--- src/rtl/store_trace_fifo.sv ---
// store_trace_fifo
// Taps the core store bus and records every aligned store that lands in a
// fixed word window into a small first-word-fall-through FIFO. The tap is
// passive: the store to data memory proceeds regardless of FIFO state.
// Stores that arrive while the FIFO is full (and nothing is leaving) are
// dropped and accounted for in sticky/saturating status registers.

module store_trace_fifo #(
  parameter logic [31:0] BASE_ADDR    = 32'd100,
  parameter int unsigned WINDOW_WORDS = 4,
  parameter int unsigned DEPTH        = 8
) (
  input  logic                     clk,
  input  logic                     reset,
  input  logic                     MemWrite,
  input  logic [31:0]              DataAdr,
  input  logic [31:0]              WriteData,
  output logic                     out_valid,
  input  logic                     out_ready,
  output logic [31:0]              out_addr,
  output logic [31:0]              out_data,
  output logic [$clog2(DEPTH):0]   count,
  output logic                     overflow,
  output logic [7:0]               drop_count,
  output logic                     misaligned,
  input  logic                     clear
);

  localparam int unsigned AW = $clog2(DEPTH);
  localparam int unsigned CW = AW + 1;

  // Window bounds carried at 33 bits so a window near the top of the
  // address space does not wrap back to low addresses.
  localparam logic [32:0]   WIN_LO   = {1'b0, BASE_ADDR};
  localparam logic [32:0]   WIN_HI   = WIN_LO + 33'(4 * WINDOW_WORDS);
  localparam logic [CW-1:0] FULL_CNT = CW'(DEPTH);

  logic [63:0]   mem_q [DEPTH];

  logic [AW-1:0] wr_ptr_q, wr_ptr_d;
  logic [AW-1:0] rd_ptr_q, rd_ptr_d;
  logic [CW-1:0] count_q,  count_d;
  logic          overflow_q, overflow_d;
  logic [7:0]    drop_cnt_q, drop_cnt_d;
  logic          misaligned_q, misaligned_d;

  logic [32:0]   adr_ext;
  logic          hit;
  logic          aligned;
  logic          push;
  logic          mis_hit;
  logic          full;
  logic          empty;
  logic          pop;
  logic          wr_en;
  logic          drop;

  assign adr_ext = {1'b0, DataAdr};
  assign full    = (count_q == FULL_CNT);
  assign empty   = (count_q == '0);

  // Store qualification and FIFO handshake decode.
  always_comb begin
    hit     = MemWrite && (adr_ext >= WIN_LO) && (adr_ext < WIN_HI);
    aligned = (DataAdr[1:0] == 2'b00);
    push    = hit && aligned;
    mis_hit = hit && !aligned;
    pop     = !empty && out_ready;
    // A pop in the same cycle frees the slot the push needs, so a full
    // FIFO can still accept the store.
    wr_en   = push && (!full || pop);
    drop    = push && full && !pop;
  end

  // Next-state for pointers, occupancy and status; a new event outranks clear.
  always_comb begin
    wr_ptr_d     = wr_ptr_q;
    rd_ptr_d     = rd_ptr_q;
    count_d      = count_q + CW'(wr_en) - CW'(pop);
    overflow_d   = overflow_q;
    drop_cnt_d   = drop_cnt_q;
    misaligned_d = misaligned_q;

    if (wr_en) begin
      wr_ptr_d = wr_ptr_q + AW'(1);
    end
    if (pop) begin
      rd_ptr_d = rd_ptr_q + AW'(1);
    end

    if (clear) begin
      overflow_d   = 1'b0;
      drop_cnt_d   = 8'd0;
      misaligned_d = 1'b0;
    end

    if (drop) begin
      overflow_d = 1'b1;
      if (clear) begin
        drop_cnt_d = 8'd1;
      end else if (drop_cnt_q != 8'hFF) begin
        drop_cnt_d = drop_cnt_q + 8'd1;
      end
    end

    if (mis_hit) begin
      misaligned_d = 1'b1;
    end
  end

  // State registers; reset empties the FIFO immediately.
  always_ff @(posedge clk or negedge reset) begin
    if (!reset) begin
      wr_ptr_q     <= '0;
      rd_ptr_q     <= '0;
      count_q      <= '0;
      overflow_q   <= 1'b0;
      drop_cnt_q   <= 8'd0;
      misaligned_q <= 1'b0;
    end else begin
      wr_ptr_q     <= wr_ptr_d;
      rd_ptr_q     <= rd_ptr_d;
      count_q      <= count_d;
      overflow_q   <= overflow_d;
      drop_cnt_q   <= drop_cnt_d;
      misaligned_q <= misaligned_d;
    end
  end

  // Record storage; contents need no reset since occupancy gates visibility.
  always_ff @(posedge clk) begin
    if (wr_en) begin
      mem_q[wr_ptr_q] <= {DataAdr, WriteData};
    end
  end

  assign out_valid  = !empty;
  assign out_addr   = mem_q[rd_ptr_q][63:32];
  assign out_data   = mem_q[rd_ptr_q][31:0];
  assign count      = count_q;
  assign overflow   = overflow_q;
  assign drop_count = drop_cnt_q;
  assign misaligned = misaligned_q;

endmodule
--- config.mk ---
export PLATFORM = sky130hd
export DESIGN_NAME = store_trace_fifo
export DESIGN_NICKNAME = d
export VERILOG_FILES = /design/src/rtl/store_trace_fifo.sv
export SDC_FILE = /design/constraint.sdc
export NUM_CORES = 1
export LEC_CHECK = 0
export CAP_MARGIN = 25
export CELL_PAD_IN_SITES_DETAIL_PLACEMENT = 0
export CELL_PAD_IN_SITES_GLOBAL_PLACEMENT = 1
export CORE_MARGIN = 8
export CORE_UTILIZATION = 50
export CTS_CLUSTER_SIZE = 20
export DETAILED_ROUTE_END_ITERATION = 7
export DONT_BUFFER_PORTS = 1
export GPL_TIMING_DRIVEN = 0
export PLACE_DENSITY_LB_ADDON = 0.1
export RECOVER_POWER = 25
export SYNTH_ARGS = -nofsm -noshare
export SYNTH_HDL_FRONTEND = slang
export SYNTH_SLANG_ARGS = --single-unit
--- constraint.sdc ---
create_clock -name clk -period 6.9 [get_ports clk]
set_input_delay 0.345 -clock clk [delete_from_list [all_inputs] [get_ports clk]]
set_output_delay 0.345 -clock clk [all_outputs]
set_load 0.02 [all_outputs]
Word level (Yosys, flattened, before mapping)
Memories as Yosys holds them, arrays and structs flattened.
Cells that the tools add are included.

word-level totals
  register bits = 20
  bits in writable memories = 512
  input bits = 69
  output and inout port bits = 79
  logic and storage cells = 42
  memories kept = 1

cells by class
  add/subtract/negate cells = 5
  order comparisons = 2
  equality and inequality tests = 2
  mux-type cells = 9
  reduce and logical (&&, ||, !) cells = 17

memories
  memory  words  bits a word  read ports  clocked after memory_dff  wr ports  line  RTL
  mem_q   8      64           1           0                         1         38    logic [63:0] mem_q [DEPTH];

operators by type and width
  cell                 count
  $ge 32x7->1 const B  1
  $lt 32x7->1 const B  1
  $mux 8               4
  $add 8x1->8 const B  1
  $logic_and 1x1->1    8
  $ne 8x8->1 const B   1
  $add 3x1->3 const B  2
  $mux 1               5
  $add 4x1->4          1
  $eq 4x4->1 const B   1
  $logic_not 1->1      4
  $logic_not 4->1      1
  $reduce_bool 2->1    2
  $sub 4x1->4          1
  $logic_not 2->1      1
  $logic_or 1x1->1     1

Depth between registers and ports, before layout
Gate-level depths: netlist of the first run.

  depth after elaboration = 7
  gate-level depth with buffers = 11
  gate-level depth less buffers = 10

Least setup slack after synthesis of the first run
No wires, ideal clock.

  kind = flip-flop to flip-flop
  start = reg count_q[2], in the netlist count[2]
  end = mem mem_q[0][0], enable pin
  setup time = 565 ps
  data arrival time = 5,864 ps
  required time = 6,335 ps
  slack = 472 ps
  stages on the path, launching flop included = 8
  buffers on the path = 0
  period minus slack after synthesis = 6,428 ps
  cell sequence = dfrtp_1 inv_1 ha_1 nand2b_1 and3_1 nor4_4 nand2b_1 nor3_1

between the ends
  longest elaborated chain between the ends = 7
  elaborated cells between the ends (all ways) = 9
  classes of those cells = 1 x eq/ne; 2 x mux; 6 x reduce/logical

ends and longest elaborated chain
  item                              line  RTL
  start: declaration                42    logic [CW-1:0] count_q, count_d;
  start signal: assignment          123   count_q <= count_d;
  $logic_not 4->1                   60    assign empty = (count_q == '0);
  $logic_not 1->1                   68    pop = !empty && out_ready;
  $logic_and 1x1->1                 68
  $logic_or 1x1->1 (*)              71    wr_en = push && (!full || pop);
  $logic_and 1x1->1 (*)             71
  $mux 1 (*)                        132   if (wr_en) begin
  $mux 1 (implied by the code) (*)  133   mem_q[wr_ptr_q] <= {DataAdr, WriteData};
  end: declaration                  38

Mark *: on every way between the ends. The rest lies on a longest branch, timed or not.

Worst setup path after layout of the first run
  start = in DataAdr[0]
  end = mem mem_q[4][24], enable pin

between the ends
  longest elaborated chain between the ends = 7
  elaborated cells between the ends (all ways) = 9
  classes of those cells = 2 x order compare; 2 x mux; 5 x reduce/logical

ends and longest elaborated chain
  item                              line  RTL
  start: declaration                16    input logic [31:0] DataAdr,
  $ge 32x7->1                       64    hit = MemWrite && (adr_ext >= WIN_LO) && (adr_ext < WIN_HI);
  $logic_and 1x1->1 (2 in a row)    64
  $logic_and 1x1->1 (*)             66    push = hit && aligned;
  $logic_and 1x1->1 (*)             71
  $mux 1 (*)                        132
  $mux 1 (implied by the code) (*)  133

Marks and branches as above.

==> results of run 1 <==
[routing by layer]
metal	part of all wire	wire, um	vias to the layer above
li1	-	-	4033
met1	0.40	17800	5025
met2	0.52	23000	249
met3	0.059	2590	50
met4	0.017	732	0
met5	0	0	-
[through the flow]
stage	std cells	utilization	hold slack [ns]	setup WS [ns]
after global placement	1403	0.521	0.0504	-4.73
after global routing	1600	0.593	0.103	3.02
after detailed placement	1439	0.537	0.0504	3.07
final	1600	0.593	0.116	3.25
after floorplan	871	-	0.0494	0.472
after CTS	1598	0.593	0.107	3.18
[logic make-up (layout without fill, tap and decap cells)]
| group | count (synthesis) | count (layout) |
|---|---|---|
| simple gates | 60 | 60 |
| flops | 532 | 532 |
| buf+inv | 48 | 245 |
| fa+ha+maj | 9 | 9 |
| xor+xnor | 6 | 6 |
| mux | 194 | 194 |
| compound gates | 22 | 22 |
[layout make-up]
cell class	instances	area share
sequential	532	0.659
timing repair buffer	103	0.0538
multi-input combinational	291	0.186
inverter	11	0.00171
buffer	37	0.00639
tap	532	0.0276
clock inverter	29	0.00903
clock buffer	65	0.0569
[sequential cells by signal (all words and copies together) (netlist names)]
register / count
wr_ptr_q: 3
mem_q: 512
rd_ptr_q: 3
drop_count: 8
count: 4
overflow: 1
misaligned: 1
[critical path, stage by stage]
cell           delay [ns]
dlygate4sd3_1        0.73
nor2_1               0.25
nand3_1              0.27
nor4_4               0.59
nand2_1              0.32
nor3_2               0.72
buf_6                0.27
buf_4                0.25
buf_6                0.17
[worst paths after layout]
path,slack [ns],to,start
worst max-delay path,3.25,mem_q[4][24],DataAdr[0]
worst min-delay path,0.12,rd_ptr_q[2],reset
worst max register to register,3.26,mem_q[4][24],count[2]
worst min register to register,0.51,wr_ptr_q[2],wr_ptr_q[2]
max in group asynchronous,5.69,drop_count[3],reset
min in group clk,0.14,drop_count[1],clear
[report_power, final]
part           switching [W]  internal [W]  leakage (nW)
Combinational        0.00138       0.00104          2.01
Sequential         0.0000400       0.00356          4.86
Clock                0.00113       0.00151         0.777
Total                0.00255       0.00612          7.65
[timing repair]
action                                  4_1_cts  5_1_grt
endpoints found under the setup margin        0        0
endpoints found under the hold margin       534        0
hold buffers                                 65        0
[cells in the final DEF, fill, tap and decap left out, types with 12 or more instances in the layout]
master / count
mux4_2: 128
dfrtp_1: 20
buf_6: 15
clkbuf_16: 53
dlygate4sd3_1: 65
mux2_2: 65
clkbuf_1: 35
clkinv_1: 12
edfxtp_1: 512
buf_2: 12
==> results.txt, run 1 <==
- Outcome: completed
- Critical path class: in2reg
- Antenna violations before repair: 0
- The mapped netlist covers about 0.02 mm^2.
* Adder-cell share of the synthesized area: 0.00586
- CTS H-tree depth: 2
- Most used standard cells in the synthesized netlist: edfxtp_1 (512), mux4_2 (128), mux2_2 (65)
- Of all flip-flops after synthesis, the portion carrying an async set or reset was 0.0376.
- Final Critical Period: about 3.6 ns
* Syn-to-layout area delta: 17.6%
- TritonCTS clock tree: built
- Register bit total from synthesis: 532
- Entering global routing, the biggest net connects 26 pins.
* Gpl congestion: ~0.78
* Initial core utilization: 0.504
- Number of diodes: 0
- After technology mapping, the gate count stands at about 870.
* Unique cell type count in the Yosys netlist: 48
- Critical path capture point type: flip-flop
* Highest-utilization routing layer at the global route stage: met2
- For the pin with the worst max-slew slack, the measured transition is around 0.9 ns.
- Syn. warnings: 0
- Across the run, the number of max-cap violations was 0.
- The die is roughly 220 um tall.
- After detailed routing, the number of vias per cell comes to 5.85.
- Final Cell Area: approximately 0.024 mm^2
* Proportion of synthesized chip area in sequential cells: 0.775
* Share of synthesized cell area in and, or, nand and nor gates: 0.0232
- The number of nets in the synthesized netlist is 949.
- Total power for the finished layout comes to just under 0.009 W.
* Class of the tightest hold or removal check: in2async
* Met3 Resource Use GR: 0.0376
- In the final routed layout, each cell accounts on average for between 20 and 30 um.
* Multiplexer share of the synthesized area: 0.177
* Root buffer cell: clkbuf_16
* Number of antenna-violating nets in the routed design: 0
* Period Utilization, post-route: 0.529
- Global Route met1 Usage: 0.240
* Total iterations of the first detailed-routing run: 5
- Global routing finished with a remaining overflow of 0.
- Clock tree synthesis found a total of roughly 530 sinks.
* Area of placed instances: between 0.02 and 0.025 mm^2
* XOR/XNOR share of the synthesized area: 0.00256
* Total of endpoints with negative setup slack in the final report: 0
* Num ports: 148
- The first global-routing pass estimated between 60000 and 70000 um of wire.
- The number of gates resized after CTS was 0.
* Unrepaired setup endpoints after global routing: false
- The synthesized design contains ~510 enable-type register cells.
- Leakage Power: around 7.6 nW
* Die W: 218 um
- Number of port buffers: 0
* Overall track demand over capacity in global routing: 0.188
* Proportion of layout cells with a drive suffix above 1: 0.314
* Fraction of post-synthesis cell area in the top cell type by area: 0.750
- The floorplan step defined a core boundary enclosing approximately 0.041 mm^2.
* DRC marker count from the first detailed-route iteration: about 640
- Drt drc: 0
- Fill cell instance count of the final layout: between 2000 and 3000
- Worst supply voltage drop on vdd: a little under 200 uV
* Sequential cell area: approximately 0.016 mm^2
- After floorplanning, the core was divided into 74 placement rows.
- Overall via count from detail_route: slightly above 9000
* Detailed placement HPWL: about 28000 um
- Overall die area: roughly 0.048 mm^2
- Post-CTS clock slew at the launch and capture registers of the worst setup and hold paths: around 0.06 ns
- Post-CTS timing repair inserted 0 buffers for setup.
* Worst relative slew slack: 0.400
- Counting cells, the worst reg-to-reg path comes to 10.
- WP data required: 7.18 ns
- Aggregate negative setup slack: 0 ns
- Worst skew pair latency: a little under 0.6 ns
* Per-instance average area after synthesis: 23.5 um^2
* Final Hold Viols: 0
* Total clock buffers created by CTS: 52
* Global-route track usage on met2: 0.328
- Area used by multi-input combinational logic: around 0.0045 mm^2
- Main combinational cell family by area after synthesis: multiplexers
- The most common cell in the synthesized netlist is edfxtp_1.
- The compound-cell area share of the yosys netlist is 0.00739.
* Critical Path Start Type: primary input
- Data arrives at the worst endpoint at around 3.9 ns.
- Among all flip-flop cells after synthesis, the most frequent one is edfxtp_1.
* Worst-case clock buffer depth: 3
- Worst-path maximum fanout: 10
* Number of pins with negative max-slew slack in the final report: 0
- By area the synthesized netlist is led by edfxtp_1 (75%), mux4_2 (14%), mux2_2 (3.6%), dfrtp_1 (2.4%), nor4_4 (0.52%).
* Post-layout net count: 1106
- The final layout contains routed wiring with a total length of between 40000 and 50000 um.
* Final worst clock skew: 0.00831 ns
- Vias in the first global route: slightly above 10000
* Cell type with the largest total area after synthesis: edfxtp_1
* Fmax: between 200 and 300 MHz
* Total power per unit cell area: 360 mW/mm^2
No activity file was read; power rests on OpenSTA's default activity.
==> run 2: changes to the inputs <==
==> constraint.sdc (replaced) <==
create_clock -name clk -period 3.8 [get_ports clk]
set_input_delay 0.19 -clock clk [delete_from_list [all_inputs] [get_ports clk]]
set_output_delay 0.19 -clock clk [all_outputs]
set_load 0.02 [all_outputs]
==> run 2 against run 1 <==
Net effect:
- sequential share of layout area down 0.085 points
- total power rose by 83%
- critical path depth rose by 1
==> results.txt, run 2 (synthesis results as in run 1) <==
- Outcome: completed (unchanged).
- The growth of design area from synthesis to finish was 17.7% (was 17.6%).
- The most common cell after layout, fill and taps aside is edfxtp_1 (unchanged).
- The maximum fanout count along the critical path came to 12 (was 10).
* Overall via count from detail_route: 9293 (was 9357)
- The worst-case hold slack was 0.00787 ns (was 0.116 ns).
- Worst supply voltage drop on vdd: 640 uV (was 193 uV)
* Num ports: 148 (unchanged)
* Final Cell Area: 0.0241 mm^2 (about the same)
- Number of max-cap violations: 0 (unchanged)
* Detailed-route vias per instance: 5.84 (was 5.85)
- Vias in the first global route: 10200 (was 10100)
- Post-CTS clock slew at the launch and capture registers of the worst setup and hold paths: 0.06 ns (about the same)
* Reg2reg setup slack: 0.20 ns (was 3.26 ns)
- The die width is 218 um (unchanged).
* CP arrival: 3.89 ns (was 3.93 ns)
- The clock latency on the worst-skew pair is 0.59 ns (was 0.58 ns).
- Total power per unit cell area: 658 mW/mm^2 (was 360 mW/mm^2)
* Aggregate negative setup slack: 0 ns (unchanged)
- Pin count of the biggest net entering global routing: 25 (was 26)
* Post-cts hold buffer count: 67 (was 65)
- The top register by number of flip-flops is mem_q (unchanged).
* Critical path class: reg2reg (was in2reg)
- Total clock buffers created by CTS: 52 (unchanged)
* Period Utilization, post-route: 0.947
* Initial core utilization: 0.504 (unchanged)
- The cell depth of the worst flop-to-flop path was 10 (unchanged).
- The DRC marker count from the first detailed-route iteration is 628 (was 643).
- Total of endpoints with negative setup slack in the final report: 0 (unchanged)
* Area of placed instances: 0.0218 mm^2 (about the same)
* Worst-case clock buffer depth: 3 (unchanged)
- Unrepaired setup endpoints after global routing: false (unchanged)
- Die Y-Extent: 218 um (unchanged)
- The detailed-routing iteration count for the pre-antenna-repair pass is 4 (was 5).
- The sum of overflow across all layers after global routing came to 0 (unchanged).
- Critical Path Start Type: flip-flop (was primary input)
- The number of standard-cell rows in the floorplan was 74 (unchanged).
- Final Critical Period: ~3.6 ns
- Slew of the pin with the lowest slew margin: 0.940 ns (was 0.900 ns)
- Derived from the worst setup path, the maximum achievable clock frequency is ~280 MHz.
- The clock tree root buffer cell is clkbuf_16 (unchanged).
* Critical path capture point type: flip-flop (unchanged)
* Detailed placement HPWL: 27200 um (was 27900 um)
- Post-cts sizing count: 0 (unchanged)
* Overall track demand over capacity in global routing: 0.186 (was 0.188)
- The headroom to the max-slew limit was 0.371 (was 0.400).
- The number of routed nets with antenna violations is 0 (unchanged).
* Gpl congestion: 0.751 (was 0.781)
- Overall die area: 0.0477 mm^2 (unchanged)
- The total clock sinks is 532 (unchanged).
- The number of buffers added for setup after CTS is 0 (unchanged).
- The standard cell core area came to 0.0406 mm^2 (unchanged).
- Origin of the critical flop-to-flop path: count[2] (unchanged)
- Commonest cells after routing, fill and taps aside: edfxtp_1 (512), mux4_2 (128), dlygate4sd3_1 (67) (was edfxtp_1 (512), mux4_2 (128), mux2_2 (65), dlygate4sd3_1 (65), clkbuf_16 (53))
- The final-stage net count was 1095 (was 1106).
- Drt drc: 0 (unchanged)
* CTS H-tree depth: 2 (unchanged)
* Number of port buffers: 0 (unchanged)
* Final Hold Viols: 0 (unchanged)
* WP data required: 4.10 ns (was 7.18 ns)
* Global-route wire length before repair: 65100 um (was 65700 um)
* TritonCTS clock tree: built (unchanged)
* Number of pins with negative max-slew slack in the final report: 0 (unchanged)
* Class of the tightest hold or removal check: in2async (unchanged)
- The initial antenna violation count was 1 (was 0).
* Number of flip-flops under the largest register name: 512 (unchanged)
- Fill cell instance count of the final layout: 2837 (was 2879)
* Post-Route WL: 43900 um (was 44100 um)
* Proportion of layout cells with a drive suffix above 1: 0.310 (was 0.314)
* Average routed wire per standard cell: 27.6 um (about the same)
* Leakage Power: 7.62 nW (was 7.65 nW)
- The end of the worst register-to-register path is mem_q[0][10] (was mem_q[4][24]).
- The number of diodes was 0 (unchanged).
* Final worst clock skew: 0.00765 ns (was 0.00831 ns)
-- run 2: metrics by stage --
| stage | util | worst slack [ns] | total power, W | cells |
|---|---|---|---|---|
| 6_report | 0.594 | 0.203 | 0.0159 | 1591 |
| 3_3_place_gp | 0.521 | -4.08 | 0.0110 | 1403 |
| 5_1_grt | 0.594 | 0.0345 | 0.0165 | 1591 |
| 2_1_floorplan | - | -0.913 | 0.0101 | 871 |
| 4_1_cts | 0.593 | 0.149 | 0.0161 | 1590 |
| 3_5_place_dp | 0.536 | 0.144 | 0.0110 | 1427 |
-- run 2: per-layer routing --
metal	GRT usage	vias to the layer above	wire length, um
li1	-	4014	-
met1	0.238	4966	17700
met2	0.314	247	22400
met3	0.0474	64	2830
met4	0.0495	2	910
met5	0	-	13
-- run 2: how the worst max path moves through the flow --
| stage | from | to | slack, ns | cells past startpoint |
|---|---|---|---|---|
| 3_3_place_gp | DataAdr[3] | mem_q[1][9] | -4.08 | 5 |
| 5_1_grt | count[2] | mem_q[6][4] | 0.03 | 9 |
| 6_report | count[2] | mem_q[0][10] | 0.20 | 10 |
| 4_1_cts | count[2] | mem_q[0][6] | 0.15 | 10 |
| 2_1_floorplan | count[2] | mem_q[1][0] | -0.91 | 7 |
| 3_5_place_dp | DataAdr[3] | mem_q[0][9] | 0.14 | 8 |
-- run 2: critical path, cell delays in order, from the launching register on --
cell and delay (ns):
dfrtp_1 0.46, inv_1 0.12, ha_1 0.22, nand2b_1 0.15
and3_1 0.24, nor4_4 0.36, nand2b_1 0.35, nor3_4 0.81
buf_16 0.24, buf_16 0.16, buf_16 0.16
-- run 2: cell type report --
type / count / area (um^2) / share of cell area
Sequential cell: 532 / 15900 / 0.658
Clock buffer: 74 / 1450 / 0.0599
Timing Repair Buffer: 92 / 1260 / 0.0522
Tap cell: 532 / 666 / 0.0276
Inverter: 11 / 41.3 / 0.00171
Multi-Input combinational cell: 291 / 4490 / 0.186
Clock inverter: 22 / 200 / 0.00830
Buffer: 37 / 154 / 0.00638
-- run 2: power by group --
part	total [W]	switching [W]	internal (W)	leakage (nW)
logic	0.00439	0.00251	0.00188	1.96
clock network	0.00495	0.00210	0.00285	0.804
registers	0.00653	0.0000693	0.00647	4.86
total	0.0159	0.00468	0.0112	7.62
==> run 3: changes to the inputs <==
==> constraint.sdc (replaced) <==
create_clock -name clk -period 3.8 [get_ports clk]
set_input_delay 0.57 -clock clk [delete_from_list [all_inputs] [get_ports clk]]
set_output_delay 0.57 -clock clk [all_outputs]
set_load 0.02 [all_outputs]
==> run 3 against run 2 <==
Net effect:
- total power shrank 0.63%
- wire length shrank 2.1%
- die area is the same
- hold slack gained 0.065 ns
- clock-buffer cell count is the same
- sequential power is essentially flat
- final cell count shrank 4.1%
- critical path type unchanged
- largest power group unchanged
- highest routed layer is now met4
==> results.txt, run 3 (synthesis results as in run 1) <==
- Delay contributed by the slowest stage of the critical path: 0.81 ns (about the same)
- Period Utilization, post-route: 0.948 (was 0.947)
- Slew of the pin with the lowest slew margin: 0.946 ns (was 0.940 ns)
* Final worst clock skew: 0.00905 ns (was 0.00765 ns)
* Die W: 218 um (unchanged)
* Critical path capture point type: flip-flop (unchanged)
- Outcome: completed (unchanged).
* Cell repeated most along the worst path: buf_16 (unchanged)
- Class of the tightest hold or removal check: in2reg (was in2async)
- The kind of cell adding the most delay to the critical path is simple AND/OR/NAND/NOR gates (unchanged).
* Clock network fraction of design power: 0.315 (was 0.312)
- Top register by number of flip-flops: mem_q (unchanged)
- Root buffer cell: clkbuf_16 (unchanged)
* Overall track demand over capacity in global routing: 0.182 (was 0.186)
* Post-CTS clock slew at the launch and capture registers of the worst setup and hold paths: 0.06 ns (about the same)
- Worst-case clock buffer depth: 3 (unchanged)
- Worst skew pair latency: 0.59 ns (about the same)
- Aggregate global routing overflow: 0 (unchanged)
- Series of cell instances along the critical path: inv_1, ha_1, nand2b_1, and3_1, nor4_4, nand2b_1, nor3_4, buf_16, buf_16, buf_16 (unchanged)
- The number of buffers added for setup after CTS came to 0 (unchanged).
- Total design power: 0.0158 W (was 0.0159 W)
- Gpl congestion: 0.751 (unchanged)
- Sink of the worst hold path: mem_q[2][21]
* Placement Rows: 74 (unchanged)
- Worst-path maximum fanout: 12 (unchanged)
* Most frequent standard cell in the layout excluding fill and tap cells: edfxtp_1 (unchanged)
- Switching share of power: 0.293 (was 0.295)
- Number of diodes: 0 (unchanged)
- The critical path launch point type was a flip-flop (unchanged).
- Worst supply voltage drop on vdd: 639 uV (was 640 uV)
- The worst-path cell with the longest stage delay was nor3_4 (unchanged).
- Unrepaired setup endpoints after global routing: false (unchanged)
* Final Hold Viols: 0 (unchanged)
* # clock sinks: 532 (unchanged)
* Number of pins with negative max-slew slack in the final report: 0 (unchanged)
* Num ports: 148 (unchanged)
- The maximum number of pins on one net before global-route repair was 25 (unchanged).
- Commonest cells after routing, fill and taps aside: edfxtp_1 (512), mux4_2 (128), mux2_2 (65) (was edfxtp_1 (512), mux4_2 (128), dlygate4sd3_1 (67)).
* Total iterations of the first detailed-routing run: 4 (unchanged)
- Fmax: 278 MHz (about the same)
* Core Area: 0.0406 mm^2 (unchanged)
- The max-capacitance violation count was 0 (unchanged).
- The switching power of the nets was 0.00462 W (was 0.00468 W).
- The number of routed nets with antenna violations is 0 (unchanged).
- Overall die area: 0.0477 mm^2 (unchanged)
- The total number of vias came to 9123 (was 9293).
* Leakage Power: 7.35 nW (was 7.62 nW)
- Total of endpoints with negative setup slack in the final report: 0 (unchanged)
- Average routed wire per standard cell: 28.2 um (was 27.6 um)
- Proportion of layout cells with a drive suffix above 1: 0.330 (was 0.310)
* Number of port buffers: 0 (unchanged)
- In this run the most critical hold path is launched from WriteData[21].
* Total clock buffers created by CTS: 52 (unchanged)
* DRC marker count from the first detailed-route iteration: 535 (was 628)
* Detailed placement HPWL: 27200 um (unchanged)
- The critical register-to-register path startpoint is count[2] (unchanged).
- Detailed-route vias per instance: 5.98 (was 5.84)
- Fill cell instance count of the final layout: 2882 (was 2837)
- TritonCTS clock tree: built (unchanged)
- The wire length of the first global-routing pass is 63700 um (was 65100 um).
* Worst relative slew slack: 0.367 (was 0.371)
* Worst-case reg-to-reg path depth: 10 (unchanged)
- Post-Route WL: 43000 um (was 43900 um)
- Antenna violations before repair: 0 (was 1)
- CP bufs+invs: 4 (unchanged)
- The smallest setup slack after layout was 0.197 ns (was 0.203 ns).
- Internal power of the cells: 0.0112 W (about the same)
- Reg2reg setup slack: 0.20 ns (about the same)
* Post-cts hold buffer count: 1 (was 67)
- The end of the worst register-to-register path is mem_q[0][10] (unchanged).
* Die Y-Extent: 218 um (unchanged)
- Aggregate negative setup slack: 0 ns (unchanged)
- The combinational power share was 0.271 (was 0.276).
* Final Critical Period: 3.60 ns (about the same)
- Post-cts sizing count: 0 (unchanged)
- The number of flip-flops under the largest register name was 512 (unchanged).
* CP arrival: 3.90 ns (was 3.89 ns)
* Post-layout net count: 1029 (was 1095)
- Vias in the first global route: 9959 (was 10200)
* Initial core utilization: 0.504 (unchanged)
- The worst hold path passes through 0 cells.
* Total power per unit cell area: 672 mW/mm^2 (was 658 mW/mm^2)
- The setup slack at placement came to -0.236 ns (was 0.144 ns).
- The number of DRC violations after detailed routing was 0 (unchanged).
- WP data required: 4.09 ns (was 4.10 ns)
- The relative contribution of sequential cells to total power is 0.414 (was 0.412).
* Syn-to-layout area delta: 14.5% (was 17.7%)
- The deepest level of the CTS H-tree is 2 (unchanged).
* Critical path class: reg2reg (unchanged)
run 3: cell count changes in the layout (fill, tap and decap cells not counted), sizes merged:
| cell | previous run | this run |
|---|---|---|
| dlygate4sd3 | 67 | 1 |
run 3: worst max path at each step:
stage / start / endpoint / slack (ns) / cells past startpoint
floorplan: DataAdr[25] / mem_q[1][0] / -0.99 / 5
global placement: DataAdr[3] / mem_q[1][9] / -4.46 / 5
global route: count[2] / mem_q[6][4] / 0.03 / 9
finish: count[2] / mem_q[0][10] / 0.20 / 10
CTS: rd_ptr_q[1] / out_addr[28] / 0.14 / 4
detailed placement: DataAdr[3] / mem_q[0][9] / -0.24 / 8
run 3: cell type report:
class / count / area, um^2 / share of cell area
buffer: 37 / 154 / 0.00656
clock buffer: 74 / 1450 / 0.0616
clock inverter: 22 / 200 / 0.00853
inverter: 11 / 41.3 / 0.00176
multi-input combinational: 291 / 4490 / 0.191
sequential: 532 / 15900 / 0.676
tap: 532 / 666 / 0.0284
timing repair buffer: 26 / 598 / 0.0255
run 3: per-layer routing:
metal | track usage | wire, um
met3 | 0.0520 | 2680
met2 | 0.309 | 21900
met5 | 0 | 0
met4 | 0.0461 | 812
met1 | 0.230 | 17600
run 3: worst reg2reg max path: stages, from the launching register on:
cell      delay (ns)
dfrtp_1         0.46
inv_1           0.12
ha_1            0.22
nand2b_1        0.15
and3_1          0.24
nor4_4          0.37
nand2b_1        0.35
nor3_4          0.81
buf_16          0.24
buf_16          0.16
buf_16          0.16
run 3: stage by stage:
step	util	hold slack (ns)	area, um^2	cells
4_1_cts	0.577	0.0376	23500	1524
2_1_floorplan	-	0.274	20500	871
3_3_place_gp	0.521	0.275	21200	1403
6_report	0.577	0.0733	23500	1525
3_5_place_dp	0.536	0.275	21800	1427
5_1_grt	0.577	0.0373	23500	1525
run 3: power groups by stage:
stage / clock [W] / sequential, W / combinational (W)
3_3_place_gp: 0 / 0.00666 / 0.00432
5_1_grt: 0.00528 / 0.00654 / 0.00455
4_1_cts: 0.00506 / 0.00654 / 0.00439
6_report: 0.00497 / 0.00654 / 0.00427
2_1_floorplan: 0 / 0.00665 / 0.00341
3_5_place_dp: 0 / 0.00666 / 0.00437
